[src/rtl/ct_ebiu_ncwt_pkg.sv]
// rtl/ct_ebiu_ncwt_pkg.sv - shared constants, types and age helper for the NCWT scheduler
package ct_ebiu_ncwt_pkg;

  localparam int ENTRY_MAX = 16;
  localparam logic [4:0] WO_EX_ID = 5'b11110;

  typedef logic [$clog2(ENTRY_MAX)-1:0] entry_idx_t;
  typedef logic [ENTRY_MAX-1:0][ENTRY_MAX-1:0] age_mtx_t;

  // The oldest masked entry is the one no other masked entry is older than.
  function automatic entry_idx_t oldest_idx(input age_mtx_t age, input logic [ENTRY_MAX-1:0] mask);
    entry_idx_t idx;
    logic       older;
    idx = '0;
    for (int i = 0; i < ENTRY_MAX; i++) begin
      older = 1'b0;
      for (int j = 0; j < ENTRY_MAX; j++) begin
        if (j != i && mask[j] && age[j][i]) older = 1'b1;
      end
      if (mask[i] && !older) idx = entry_idx_t'(i);
    end
    return idx;
  endfunction

endpackage

[src/rtl/ct_ebiu_ncwt_sched_if.sv]
// rtl/ct_ebiu_ncwt_sched_if.sv - request, completion, response and entry-status bundle of the NCWT scheduler
interface ct_ebiu_ncwt_sched_if #(
  parameter int NUM_ENTRY = 8,
  parameter int IDXW      = $clog2(NUM_ENTRY)
);
  logic                 ncq_aw_create_vld;
  logic [7:0]           ncq_xx_awid;
  logic                 aw_needissue;
  logic                 ncwt_full;
  logic [NUM_ENTRY-1:0] ncwt_create_en;
  logic                 ncq_wdata_done;
  logic [NUM_ENTRY-1:0] ncwt_wdata_create_en;
  logic                 bfifo_pop_vld;
  logic [7:0]           bfifo_pop_bid;
  logic [NUM_ENTRY-1:0] ncwt_bus_bresp_updt_en;
  logic                 bid_miss_err;
  logic [NUM_ENTRY-1:0] ncwt_vld;
  logic [NUM_ENTRY-1:0] ncwt_bvalid;
  logic                 ebiu_b_vld;
  logic [IDXW-1:0]      ebiu_b_sel;
  logic                 piu_b_ready;
  logic [NUM_ENTRY-1:0] ncwt_bresp_accept_en;

  modport master (
    output ncq_aw_create_vld, ncq_xx_awid, aw_needissue, ncq_wdata_done,
           bfifo_pop_vld, bfifo_pop_bid, ncwt_vld, ncwt_bvalid, piu_b_ready,
    input  ncwt_full, ncwt_create_en, ncwt_wdata_create_en, ncwt_bus_bresp_updt_en,
           bid_miss_err, ebiu_b_vld, ebiu_b_sel, ncwt_bresp_accept_en
  );

  modport slave (
    input  ncq_aw_create_vld, ncq_xx_awid, aw_needissue, ncq_wdata_done,
           bfifo_pop_vld, bfifo_pop_bid, ncwt_vld, ncwt_bvalid, piu_b_ready,
    output ncwt_full, ncwt_create_en, ncwt_wdata_create_en, ncwt_bus_bresp_updt_en,
           bid_miss_err, ebiu_b_vld, ebiu_b_sel, ncwt_bresp_accept_en
  );

endinterface

[src/rtl/ct_ebiu_ncwt_rr_arb.sv]
// rtl/ct_ebiu_ncwt_rr_arb.sv - round-robin return arbiter: first requester at or after the pointer
module ct_ebiu_ncwt_rr_arb
  import ct_ebiu_ncwt_pkg::*;
#(
  parameter int NUM_ENTRY = 8,
  parameter int IDXW      = $clog2(NUM_ENTRY)
) (
  input  logic [NUM_ENTRY-1:0] req_i,
  input  logic [IDXW-1:0]      ptr_i,
  output logic [IDXW-1:0]      gnt_idx_o
);

  logic [IDXW-1:0] idx;
  logic            found;

  // Index arithmetic wraps in IDXW bits since NUM_ENTRY is a power of two.
  always_comb begin
    gnt_idx_o = '0;
    found     = 1'b0;
    idx       = '0;
    for (int off = 0; off < NUM_ENTRY; off++) begin
      idx = ptr_i + IDXW'(off);
      if (!found && req_i[idx]) begin
        found     = 1'b1;
        gnt_idx_o = idx;
      end
    end
  end

endmodule

[src/rtl/ct_ebiu_ncwt_sched.sv]
// rtl/ct_ebiu_ncwt_sched.sv - NCWT scheduler: entry allocation, age-ordered data/response steering,
// and round-robin B return arbitration.
module ct_ebiu_ncwt_sched
  import ct_ebiu_ncwt_pkg::*;
#(
  parameter int NUM_ENTRY = 8
) (
  input logic                 ncwt_ctrl_clk,
  input logic                 cpurst_b,
  ct_ebiu_ncwt_sched_if.slave sif
);

  localparam int IDXW = $clog2(NUM_ENTRY);

  logic [NUM_ENTRY-1:0][NUM_ENTRY-1:0] age_q, age_d;
  logic [NUM_ENTRY-1:0]                wdata_pend_q, wdata_pend_d;
  logic [NUM_ENTRY-1:0]                bus_wait_q, bus_wait_d;
  logic [NUM_ENTRY-1:0]                alloc_pend_q, alloc_pend_d;
  logic [NUM_ENTRY-1:0][7:0]           id_q, id_d;
  logic [IDXW-1:0]                     rr_ptr_q, rr_ptr_d;
  logic                                hold_vld_q, hold_vld_d;
  logic [IDXW-1:0]                     hold_idx_q, hold_idx_d;

  logic [NUM_ENTRY-1:0] free, create_oh, wdata_oh, bus_match, bus_oh, accept_oh;
  age_mtx_t             age_ext;
  entry_idx_t           wdata_old, bus_old;
  logic [IDXW-1:0]      arb_idx, sel;
  logic                 b_vld, accept, is_excl;

  // ncwt_vld lags a create by one cycle, so last cycle's strobe is still taken.
  assign free      = ~sif.ncwt_vld & ~alloc_pend_q;
  assign create_oh = sif.ncq_aw_create_vld ? (free & (~free + NUM_ENTRY'(1))) : '0;
  assign is_excl   = (sif.ncq_xx_awid[4:0] == WO_EX_ID);

  always_comb begin
    age_ext = '0;
    for (int i = 0; i < NUM_ENTRY; i++) age_ext[i][NUM_ENTRY-1:0] = age_q[i];
  end

  always_comb begin
    bus_match = '0;
    for (int i = 0; i < NUM_ENTRY; i++)
      bus_match[i] = bus_wait_q[i] && (id_q[i] == sif.bfifo_pop_bid);
  end

  assign wdata_old = oldest_idx(age_ext, ENTRY_MAX'(wdata_pend_q));
  assign bus_old   = oldest_idx(age_ext, ENTRY_MAX'(bus_match));
  assign wdata_oh  = (sif.ncq_wdata_done && |wdata_pend_q) ? (NUM_ENTRY'(1) << wdata_old) : '0;
  assign bus_oh    = (sif.bfifo_pop_vld && |bus_match) ? (NUM_ENTRY'(1) << bus_old) : '0;

  ct_ebiu_ncwt_rr_arb #(
    .NUM_ENTRY (NUM_ENTRY),
    .IDXW      (IDXW)
  ) u_rr_arb (
    .req_i     (sif.ncwt_bvalid),
    .ptr_i     (rr_ptr_q),
    .gnt_idx_o (arb_idx)
  );

  // An offered but unaccepted entry stays selected while its bvalid holds.
  assign sel       = (hold_vld_q && sif.ncwt_bvalid[hold_idx_q]) ? hold_idx_q : arb_idx;
  assign b_vld     = |sif.ncwt_bvalid;
  assign accept    = b_vld && sif.piu_b_ready;
  assign accept_oh = accept ? (NUM_ENTRY'(1) << sel) : '0;

  assign sif.ncwt_full              = (free == '0);
  assign sif.ncwt_create_en         = create_oh;
  assign sif.ncwt_wdata_create_en   = wdata_oh;
  assign sif.ncwt_bus_bresp_updt_en = bus_oh;
  assign sif.bid_miss_err           = sif.bfifo_pop_vld && !(|bus_match);
  assign sif.ebiu_b_vld             = b_vld;
  assign sif.ebiu_b_sel             = sel;
  assign sif.ncwt_bresp_accept_en   = accept_oh;

  always_comb begin
    age_d        = age_q;
    wdata_pend_d = wdata_pend_q & ~wdata_oh;
    bus_wait_d   = bus_wait_q & ~bus_oh;
    id_d         = id_q;
    for (int k = 0; k < NUM_ENTRY; k++) begin
      if (create_oh[k]) begin
        for (int j = 0; j < NUM_ENTRY; j++) begin
          age_d[k][j] = 1'b0;
          if (j != k) age_d[j][k] = 1'b1;
        end
        wdata_pend_d[k] = 1'b1;
        bus_wait_d[k]   = sif.aw_needissue || !is_excl;
        id_d[k]         = sif.ncq_xx_awid;
      end
    end
    alloc_pend_d = create_oh;
    rr_ptr_d     = accept ? sel + IDXW'(1) : rr_ptr_q;
    hold_vld_d   = b_vld && !sif.piu_b_ready;
    hold_idx_d   = sel;
  end

  always_ff @(posedge ncwt_ctrl_clk or negedge cpurst_b) begin
    if (!cpurst_b) begin
      age_q        <= '0;
      wdata_pend_q <= '0;
      bus_wait_q   <= '0;
      alloc_pend_q <= '0;
      id_q         <= '0;
      rr_ptr_q     <= '0;
      hold_vld_q   <= 1'b0;
      hold_idx_q   <= '0;
    end else begin
      age_q        <= age_d;
      wdata_pend_q <= wdata_pend_d;
      bus_wait_q   <= bus_wait_d;
      alloc_pend_q <= alloc_pend_d;
      id_q         <= id_d;
      rr_ptr_q     <= rr_ptr_d;
      hold_vld_q   <= hold_vld_d;
      hold_idx_q   <= hold_idx_d;
    end
  end

endmodule

[src/flat_wrapper.sv]
// flat-port wrapper written by rule: the top's interface ports become plain ports
module ct_ebiu_ncwt_sched_flat import ct_ebiu_ncwt_pkg::*;
#(
  parameter int NUM_ENTRY = 8
)
  (ncwt_ctrl_clk, cpurst_b, sif_ncq_aw_create_vld, sif_ncq_xx_awid, sif_aw_needissue, sif_ncq_wdata_done, sif_bfifo_pop_vld, sif_bfifo_pop_bid, sif_ncwt_vld, sif_ncwt_bvalid, sif_piu_b_ready, sif_ncwt_full, sif_ncwt_create_en, sif_ncwt_wdata_create_en, sif_ncwt_bus_bresp_updt_en, sif_bid_miss_err, sif_ebiu_b_vld, sif_ebiu_b_sel, sif_ncwt_bresp_accept_en);
  ct_ebiu_ncwt_sched_if #(.NUM_ENTRY(NUM_ENTRY)) sif_i ();
  input logic ncwt_ctrl_clk;
  input logic cpurst_b;
  input wire logic [$bits(sif_i.ncq_aw_create_vld)-1:0] sif_ncq_aw_create_vld;
  input wire logic [$bits(sif_i.ncq_xx_awid)-1:0] sif_ncq_xx_awid;
  input wire logic [$bits(sif_i.aw_needissue)-1:0] sif_aw_needissue;
  input wire logic [$bits(sif_i.ncq_wdata_done)-1:0] sif_ncq_wdata_done;
  input wire logic [$bits(sif_i.bfifo_pop_vld)-1:0] sif_bfifo_pop_vld;
  input wire logic [$bits(sif_i.bfifo_pop_bid)-1:0] sif_bfifo_pop_bid;
  input wire logic [$bits(sif_i.ncwt_vld)-1:0] sif_ncwt_vld;
  input wire logic [$bits(sif_i.ncwt_bvalid)-1:0] sif_ncwt_bvalid;
  input wire logic [$bits(sif_i.piu_b_ready)-1:0] sif_piu_b_ready;
  output wire logic [$bits(sif_i.ncwt_full)-1:0] sif_ncwt_full;
  output wire logic [$bits(sif_i.ncwt_create_en)-1:0] sif_ncwt_create_en;
  output wire logic [$bits(sif_i.ncwt_wdata_create_en)-1:0] sif_ncwt_wdata_create_en;
  output wire logic [$bits(sif_i.ncwt_bus_bresp_updt_en)-1:0] sif_ncwt_bus_bresp_updt_en;
  output wire logic [$bits(sif_i.bid_miss_err)-1:0] sif_bid_miss_err;
  output wire logic [$bits(sif_i.ebiu_b_vld)-1:0] sif_ebiu_b_vld;
  output wire logic [$bits(sif_i.ebiu_b_sel)-1:0] sif_ebiu_b_sel;
  output wire logic [$bits(sif_i.ncwt_bresp_accept_en)-1:0] sif_ncwt_bresp_accept_en;
  assign sif_i.ncq_aw_create_vld = sif_ncq_aw_create_vld;
  assign sif_i.ncq_xx_awid = sif_ncq_xx_awid;
  assign sif_i.aw_needissue = sif_aw_needissue;
  assign sif_i.ncq_wdata_done = sif_ncq_wdata_done;
  assign sif_i.bfifo_pop_vld = sif_bfifo_pop_vld;
  assign sif_i.bfifo_pop_bid = sif_bfifo_pop_bid;
  assign sif_i.ncwt_vld = sif_ncwt_vld;
  assign sif_i.ncwt_bvalid = sif_ncwt_bvalid;
  assign sif_i.piu_b_ready = sif_piu_b_ready;
  assign sif_ncwt_full = sif_i.ncwt_full;
  assign sif_ncwt_create_en = sif_i.ncwt_create_en;
  assign sif_ncwt_wdata_create_en = sif_i.ncwt_wdata_create_en;
  assign sif_ncwt_bus_bresp_updt_en = sif_i.ncwt_bus_bresp_updt_en;
  assign sif_bid_miss_err = sif_i.bid_miss_err;
  assign sif_ebiu_b_vld = sif_i.ebiu_b_vld;
  assign sif_ebiu_b_sel = sif_i.ebiu_b_sel;
  assign sif_ncwt_bresp_accept_en = sif_i.ncwt_bresp_accept_en;
  ct_ebiu_ncwt_sched #(.NUM_ENTRY(NUM_ENTRY)) u_core (.ncwt_ctrl_clk(ncwt_ctrl_clk), .cpurst_b(cpurst_b), .sif(sif_i));
endmodule
[config.mk]
export PLATFORM = sky130hd
export DESIGN_NAME = ct_ebiu_ncwt_sched_flat
export DESIGN_NICKNAME = d
export VERILOG_FILES = /design/src/rtl/ct_ebiu_ncwt_pkg.sv /design/src/rtl/ct_ebiu_ncwt_sched_if.sv /design/src/rtl/ct_ebiu_ncwt_rr_arb.sv /design/src/rtl/ct_ebiu_ncwt_sched.sv /design/src/flat_wrapper.sv
export SDC_FILE = /design/constraint.sdc
export NUM_CORES = 1
export LEC_CHECK = 0
export CAP_MARGIN = 10
export CORE_UTILIZATION = 35
export CTS_CLUSTER_DIAMETER = 150
export DETAILED_ROUTE_END_ITERATION = 12
export DONT_BUFFER_PORTS = 1
export PLACE_DENSITY = 0.62
export SYNTH_ARGS = -nofsm -noshare
export SYNTH_HDL_FRONTEND = slang
export SYNTH_HIERARCHICAL = 1
export SYNTH_SLANG_ARGS = --single-unit
[constraint.sdc]
create_clock -name ncwt_ctrl_clk -period 4.4 [get_ports ncwt_ctrl_clk]
set_input_delay 0.88 -clock ncwt_ctrl_clk [delete_from_list [all_inputs] [get_ports ncwt_ctrl_clk]]
set_output_delay 0.88 -clock ncwt_ctrl_clk [all_outputs]
set_load 0.005 [all_outputs]
* Word level (Yosys, flattened, before mapping)
Cells that the tools add are included.
** Operators by class
- Bitwise logic cells :: 9
- Mux-type cells :: 208
- Eq/ne operators :: 9
- Divide/modulo/power cells :: 0
- Reductions and logical operators :: 190
- $mul :: 0
- $lt $le $gt $ge :: 9
- Add/sub/neg operators :: 9
- Shift-type cells :: 3
** Operators by type and width (count)
- two-way mux 1 bit :: 166
- logical AND 1 bit :: 133
- two-way mux 8 bit :: 11
- == test 8 bit :: 8
- nonzero test 2 bit :: 28
- two-way mux 4 bit :: 12
- NOT 8 bit :: 5
- less-than comparator 3 x 4 -> 1 bit (second input constant) :: 9
- bitwise AND 8 bit :: 4
- binary-select mux 1 bit (select 3 bit) :: 9
- two-way mux 3 bit :: 9
- zero test 1 bit :: 24
- OR reduction 8 bit :: 3
- left shift 1 x 4 -> 8 bit (first input constant) :: 2
- adder 3 bit (second input constant) :: 4
- two-way mux 9 bit :: 1
- adder 8 x 1 -> 8 bit (second input constant) :: 1
- zero test 8 bit :: 1
- left shift 1 x 3 -> 8 bit (first input constant) :: 1
- adder 3 x 1 -> 3 bit (second input constant) :: 2
- adder 3 x 2 -> 3 bit (second input constant) :: 2
- == test 5 bit (second input constant) :: 1
- logical OR 1 bit :: 1
** Word-level totals
- ROM bits :: 0
- Bits in registers :: 144
- Memory bits (writable) :: 0
- Memories kept :: 0
- Input bits :: 39
- Latch bits :: 0
- Word-level logic and storage cells :: 500

* Depth between registers and ports, before layout
- Depth after elaboration :: 27
- Depth in mapped cells :: 16

* Cells and area by module
The synthesis kept the hierarchy.
** By module, submodules not included
- ct_ebiu_ncwt_sched :: instances 1, area an instance 7443.4 um2, cells an instance 853
- ct_ebiu_ncwt_rr_arb :: instances 1, area an instance 913.4 um2, cells an instance 101

* Worst setup path before layout
Ideal clock, no wire load.
- Path type :: register to output
- Start :: reg u_core.rr_ptr_q[0]
- End :: out sif_ncwt_bresp_accept_en[3]
- Arrival time :: 3.537 ns
- Stages on the path, launching flop included :: 17
- Buffers on the path :: 3
- Slack :: -0.017 ns
- Cells stage by stage :: dfrtp_1 -> buf_6 -> buf_4 -> inv_1 -> ha_1 -> buf_2 -> mux4_2 -> mux2_4 -> a21o_1 -> a21o_1 -> a21oi_1 -> nor3_1 -> mux2i_1 -> inv_1 -> ha_1 -> ha_1 -> and3_1
** On the way
- Cells in the longest elaborated chain, start to end :: 27
- Elaborated cells on any way between the ends :: 55
- Classes of those cells :: 7 x add/sub; 1 x shift; 33 x mux; 14 x reduce/logical
** RTL lines
- from (decl) :: RTL line ct_ebiu_ncwt_sched.sv:20 : logic [IDXW-1:0] rr_ptr_q, rr_ptr_d;
- from (signal assigned) :: RTL line ct_ebiu_ncwt_sched.sv:113 : rr_ptr_q <= rr_ptr_d;
- branches (longest 23 deep; another with adder 3 x 1 -> 3 bit)
- two-way mux 3 bit (*) :: RTL line ct_ebiu_ncwt_rr_arb.sv:23 : if (!found && req_i[idx]) begin
- named net u_core.arb_idx[0] :: RTL line ct_ebiu_ncwt_sched.sv:27 : logic [IDXW-1:0] arb_idx, sel;
- two-way mux 3 bit (*) :: RTL line ct_ebiu_ncwt_sched.sv:61 : assign sel = (hold_vld_q && sif.ncwt_bvalid[hold_idx_q]) ? hold_idx_q : arb_idx;
- named net sif_ebiu_b_sel[0] :: RTL line flat_wrapper.sv:25 : output wire logic [$bits(sif_i.ebiu_b_sel)-1:0] sif_ebiu_b_sel;
- left shift 1 x 3 -> 8 bit (*) :: RTL line ct_ebiu_ncwt_sched.sv:64 : assign accept_oh = accept ? (NUM_ENTRY'(1) << sel) : '0;
- two-way mux 8 bit (*) :: RTL line ct_ebiu_ncwt_sched.sv:64
- to (decl) :: RTL line flat_wrapper.sv:26 : output wire logic [$bits(sif_i.ncwt_bresp_accept_en)-1:0] sif_ncwt_bresp_accept_en;
Mark *: on every way through the listed nets, which the timed path passes. The select of a mux whose other input is x is not followed.

* Final worst setup path
Same ends and word-level chain as after synthesis.

==> results.md <==
* Post-synthesis cell type count at 67
* First-pass iteration count of the detailed router at 9
* Vias after detailed routing at 7183
* Worst relative slew slack at 0.348
* Number of slew-limit violations in the final report at 0
* CTS root buf: sky130_fd_sc_hd__clkbuf_16
* Total half-perimeter wirelength after legalization and detailed placement at 18.9 mm
* Final core utilization at 0.407
* Post-Syn Nets at 1001
* Site row count at 56
* Initial antenna violation count at 1
* Filler cells at 2347
* Number of clock sinks at 144
* Horiz. Die Dim at 157 um
* Number of global-route vias before repair at 6933
* CTS Buf Count at 17
* Post-placement setup slack at 0.0387 ns
* H-tree depth at 4
* Clock-pin transition on the worst setup and hold timing paths at 0.06 ns
* Synth-to-Final Area Change at 14.3%
* TritonCTS clock tree: yes
* Count of hold buffers inserted by post-cts repair at 0
* Setup skew after layout at 0.0112 ns
* Worst Path Required at 3.52 ns
* DRC violation total after the first TritonRoute iteration at 676
* Min cycle time layout at 4.39 ns
* Commonest non-fill, non-tap cell in the layout: sky130_fd_sc_hd__nand2_1
* Worst-case clock buffer depth at 2
* Vertical die dimension at 157 um
* Sort of element at the end of the critical path: output pin
* Run status: finished, violations left
* Count of buffers from port buffering at 0
* Wire length of the first global-routing pass at 41.7 mm
* Max FO, Critical Path at 5
* Share of layout cells above drive strength 1 at 0.135
* Fraction of the yosys area taken by sequential cells at 0.431
* Area enclosed by the die boundary at 24500 um2
* Reg-to-reg endpoint: u_core/rr_ptr_q[2]
* Number of inserted diodes at 0
* Post-synth top flop: sky130_fd_sc_hd__dfrtp_1
* Mean Syn Cell Area at 8.76 um2
* Leakage dissipation at 4.43 nW
* Sum of negative setup slack at 0 ns
* Number of vias per cell after detailed routing at 5.54
* Failing checks: design-rule violations
* Starting density of the core at 0.356
* Worst Tran Pin Value at 0.954 ns
* Type of the setup path with the least slack: register to output pin
* DRC violations left at 1
* Final period utilization at 0.998
* Startpoint type of the worst setup path: register
* Max rail drop VDD at 0.328 mV
* Total wire length at 27.4 mm
* Final Hold Viols at 0
* Total power per unit cell area at 617 nW/um2
* Count of mapped cells out of synthesis at 954
* Area after DPL at 8770 um2
* Data arrival time of the critical path at 3.51 ns
* Post-synth EDFFs at 0
* Worst hold path type: input pin to asynchronous set/reset pin
* Number of cell instances on the worst register-to-register path at 13
* Synthesis Warnings at 6
* Minimum hold slack at 0.139 ns
* Number of synthesized register bits at 144
* Antenna-violating nets left at 0
* Number of I/O pins at 77
* Reg-to-Reg Start: u_core/rr_ptr_q[0]
* Maximum number of pins on one net before global-route repair at 145
* Commonest cells after routing, fill and taps aside: 294 x sky130_fd_sc_hd__nand2_1, 142 x sky130_fd_sc_hd__dfrtp_1, 72 x sky130_fd_sc_hd__nor2_1
* Post-synthesis cell area at 8360 um2
* Number of nets in the layout at 1012
* Overall routing resource usage at 0.232
* Unrepaired setup endpoints after global routing: true
* Final Setup Violations at 0
* Setup WS post-layout at 0.00733 ns
* Core Footprint at 23500 um2
* Proportion of synthesized flip-flops having asynchronous set or reset at 1.00
* Summed area of non-filler cells in the final layout at 9550 um2
* Count of maximum capacitance violations at 0
* FMAX at 228 MHz
* Final weighted congestion of routability-driven global placement at 0.967
* Worst-skew pair later-pin latency at 0.44 ns
* GRT overflow at 0
* Final routed wire length divided by cell count at 21.1 um
* Register-to-register setup slack at 1.17 ns
==> critical path: stages, from the launching register on <==
cell and delay, ns:
sky130_fd_sc_hd__dfrtp_2 0.38, sky130_fd_sc_hd__inv_2 0.05, sky130_fd_sc_hd__ha_4 0.30, sky130_fd_sc_hd__mux4_2 0.56, sky130_fd_sc_hd__mux2_4 0.32, sky130_fd_sc_hd__a21oi_1 0.21
sky130_fd_sc_hd__a211oi_1 0.11, sky130_fd_sc_hd__a211oi_2 0.21, sky130_fd_sc_hd__o21ai_1 0.11, sky130_fd_sc_hd__mux2i_1 0.21, sky130_fd_sc_hd__inv_2 0.11, sky130_fd_sc_hd__ha_4 0.19
sky130_fd_sc_hd__ha_4 0.15, sky130_fd_sc_hd__and3_4 0.14
==> cells in the mapped netlist (3+ instances only) <==
cell,instances,share of area
sky130_fd_sc_hd__a2111oi_0,7,0.0073
sky130_fd_sc_hd__a211oi_1,5,0.0045
sky130_fd_sc_hd__a21o_1,3,0.0027
sky130_fd_sc_hd__a21oi_1,11,0.0066
sky130_fd_sc_hd__a221oi_1,7,0.0073
sky130_fd_sc_hd__a22o_1,15,0.016
sky130_fd_sc_hd__a22oi_1,15,0.013
sky130_fd_sc_hd__and2_1,9,0.0067
sky130_fd_sc_hd__and3_1,8,0.0060
sky130_fd_sc_hd__and4_1,6,0.0063
sky130_fd_sc_hd__buf_1,7,0.0031
sky130_fd_sc_hd__buf_2,8,0.0048
sky130_fd_sc_hd__buf_4,10,0.0090
sky130_fd_sc_hd__buf_6,5,0.0067
sky130_fd_sc_hd__clkbuf_1,24,0.011
sky130_fd_sc_hd__clkbuf_2,3,0.0018
sky130_fd_sc_hd__dfrtp_1,144,0.43
sky130_fd_sc_hd__ha_1,8,0.012
sky130_fd_sc_hd__inv_1,26,0.012
sky130_fd_sc_hd__mux2_2,6,0.0081
sky130_fd_sc_hd__mux2i_1,15,0.018
sky130_fd_sc_hd__mux4_2,13,0.035
sky130_fd_sc_hd__nand2_1,294,0.13
sky130_fd_sc_hd__nand2b_1,6,0.0045
sky130_fd_sc_hd__nand3_1,16,0.0096
sky130_fd_sc_hd__nand4_1,16,0.012
sky130_fd_sc_hd__nand4b_1,3,0.0031
sky130_fd_sc_hd__nor2_1,72,0.032
sky130_fd_sc_hd__nor2b_1,8,0.0060
sky130_fd_sc_hd__nor3_1,18,0.011
sky130_fd_sc_hd__nor4_1,9,0.0067
sky130_fd_sc_hd__o2111ai_1,3,0.0031
sky130_fd_sc_hd__o211ai_1,3,0.0027
sky130_fd_sc_hd__o21a_1,3,0.0027
sky130_fd_sc_hd__o21ai_0,25,0.015
sky130_fd_sc_hd__o22ai_1,11,0.0082
sky130_fd_sc_hd__o31ai_1,3,0.0027
sky130_fd_sc_hd__or4_1,8,0.0072
sky130_fd_sc_hd__xnor2_1,26,0.027
sky130_fd_sc_hd__xor2_1,40,0.042
==> through the flow <==
stage | power, mW | instances
floorplan | 3.48 | 954
global placement | 4.01 | 1258
detailed placement | 4.03 | 1258
CTS | 5.67 | 1294
global route | 6.22 | 1297
finish | 5.89 | 1297
==> timing repair <==
action                     CTS  global route
gates resized for setup     13            16
setup endpoints to repair    8             8
buffers inserted             4             3
gates cloned                 0             0
pin swaps                    2             7
==> state kept, by name, indices dropped and copies added, names as in the netlist <==
signal	cells
u_core/alloc_pend_q	8
u_core/hold_idx_q	3
u_core/rr_ptr_q	3
u_core/id_q	64
u_core/bus_wait_q	8
u_core/age_ext	49
u_core/wdata_pend_q	8
u_core/hold_vld_q	1
==> report_power, final <==
group / leakage [nW] / internal [mW] / switching, mW / total (mW)
Combinational: 2.36 / 1.19 / 1.34 / 2.53
Sequential: 1.80 / 1.59 / 0.327 / 1.92
Clock: 0.277 / 0.851 / 0.589 / 1.44
==> worst max path at each step <==
stage,start,to,cells after the start
3_5_place_dp,u_core/rr_ptr_q[0],sif_ncwt_bresp_accept_en[3],13
6_report,u_core/rr_ptr_q[0],sif_ncwt_bresp_accept_en[3],13
5_1_grt,u_core/rr_ptr_q[1],sif_ncwt_bresp_accept_en[3],14
3_3_place_gp,u_core/rr_ptr_q[1],sif_ncwt_bresp_accept_en[3],14
2_1_floorplan,u_core/rr_ptr_q[0],sif_ncwt_bresp_accept_en[3],16
4_1_cts,u_core/rr_ptr_q[0],sif_ncwt_bresp_accept_en[3],14
==> routing by layer <==
layer / global-route usage / routed length [um] / vias up
met1: 0.298 / 11600 / 3546
li1: - / - / 3285
met4: 0.0934 / 796 / 2
met5: 0 / 13 / -
met2: 0.372 / 12700 / 298
met3: 0.0587 / 2200 / 52
==> kinds of logic (layout without fill, tap and decap cells) <==
family | after synthesis | after routing | share of synthesized area
adders and majority gates | 8 | 8 | 0.0120
buffers and inverters | 84 | 108 | 0.0484
DFF | 144 | 144 | 0.431
and+or+nand+nor | 487 | 487 | 0.261
AOI/OAI and AO/OA | 128 | 128 | 0.112
xor gates and xnor gates | 66 | 66 | 0.0692
muxes | 37 | 37 | 0.0663
==> cell type report <==
class,instances,area [um2],share of cell area
clock buffer,20,447,0.0468
clock inverter,12,136,0.0143
inverter,27,101,0.0106
multi-input combinational,726,4480,0.469
sequential,144,3610,0.378
tap,319,399,0.0418
timing repair buffer,49,379,0.0397
(Power assumes the default switching activity.)
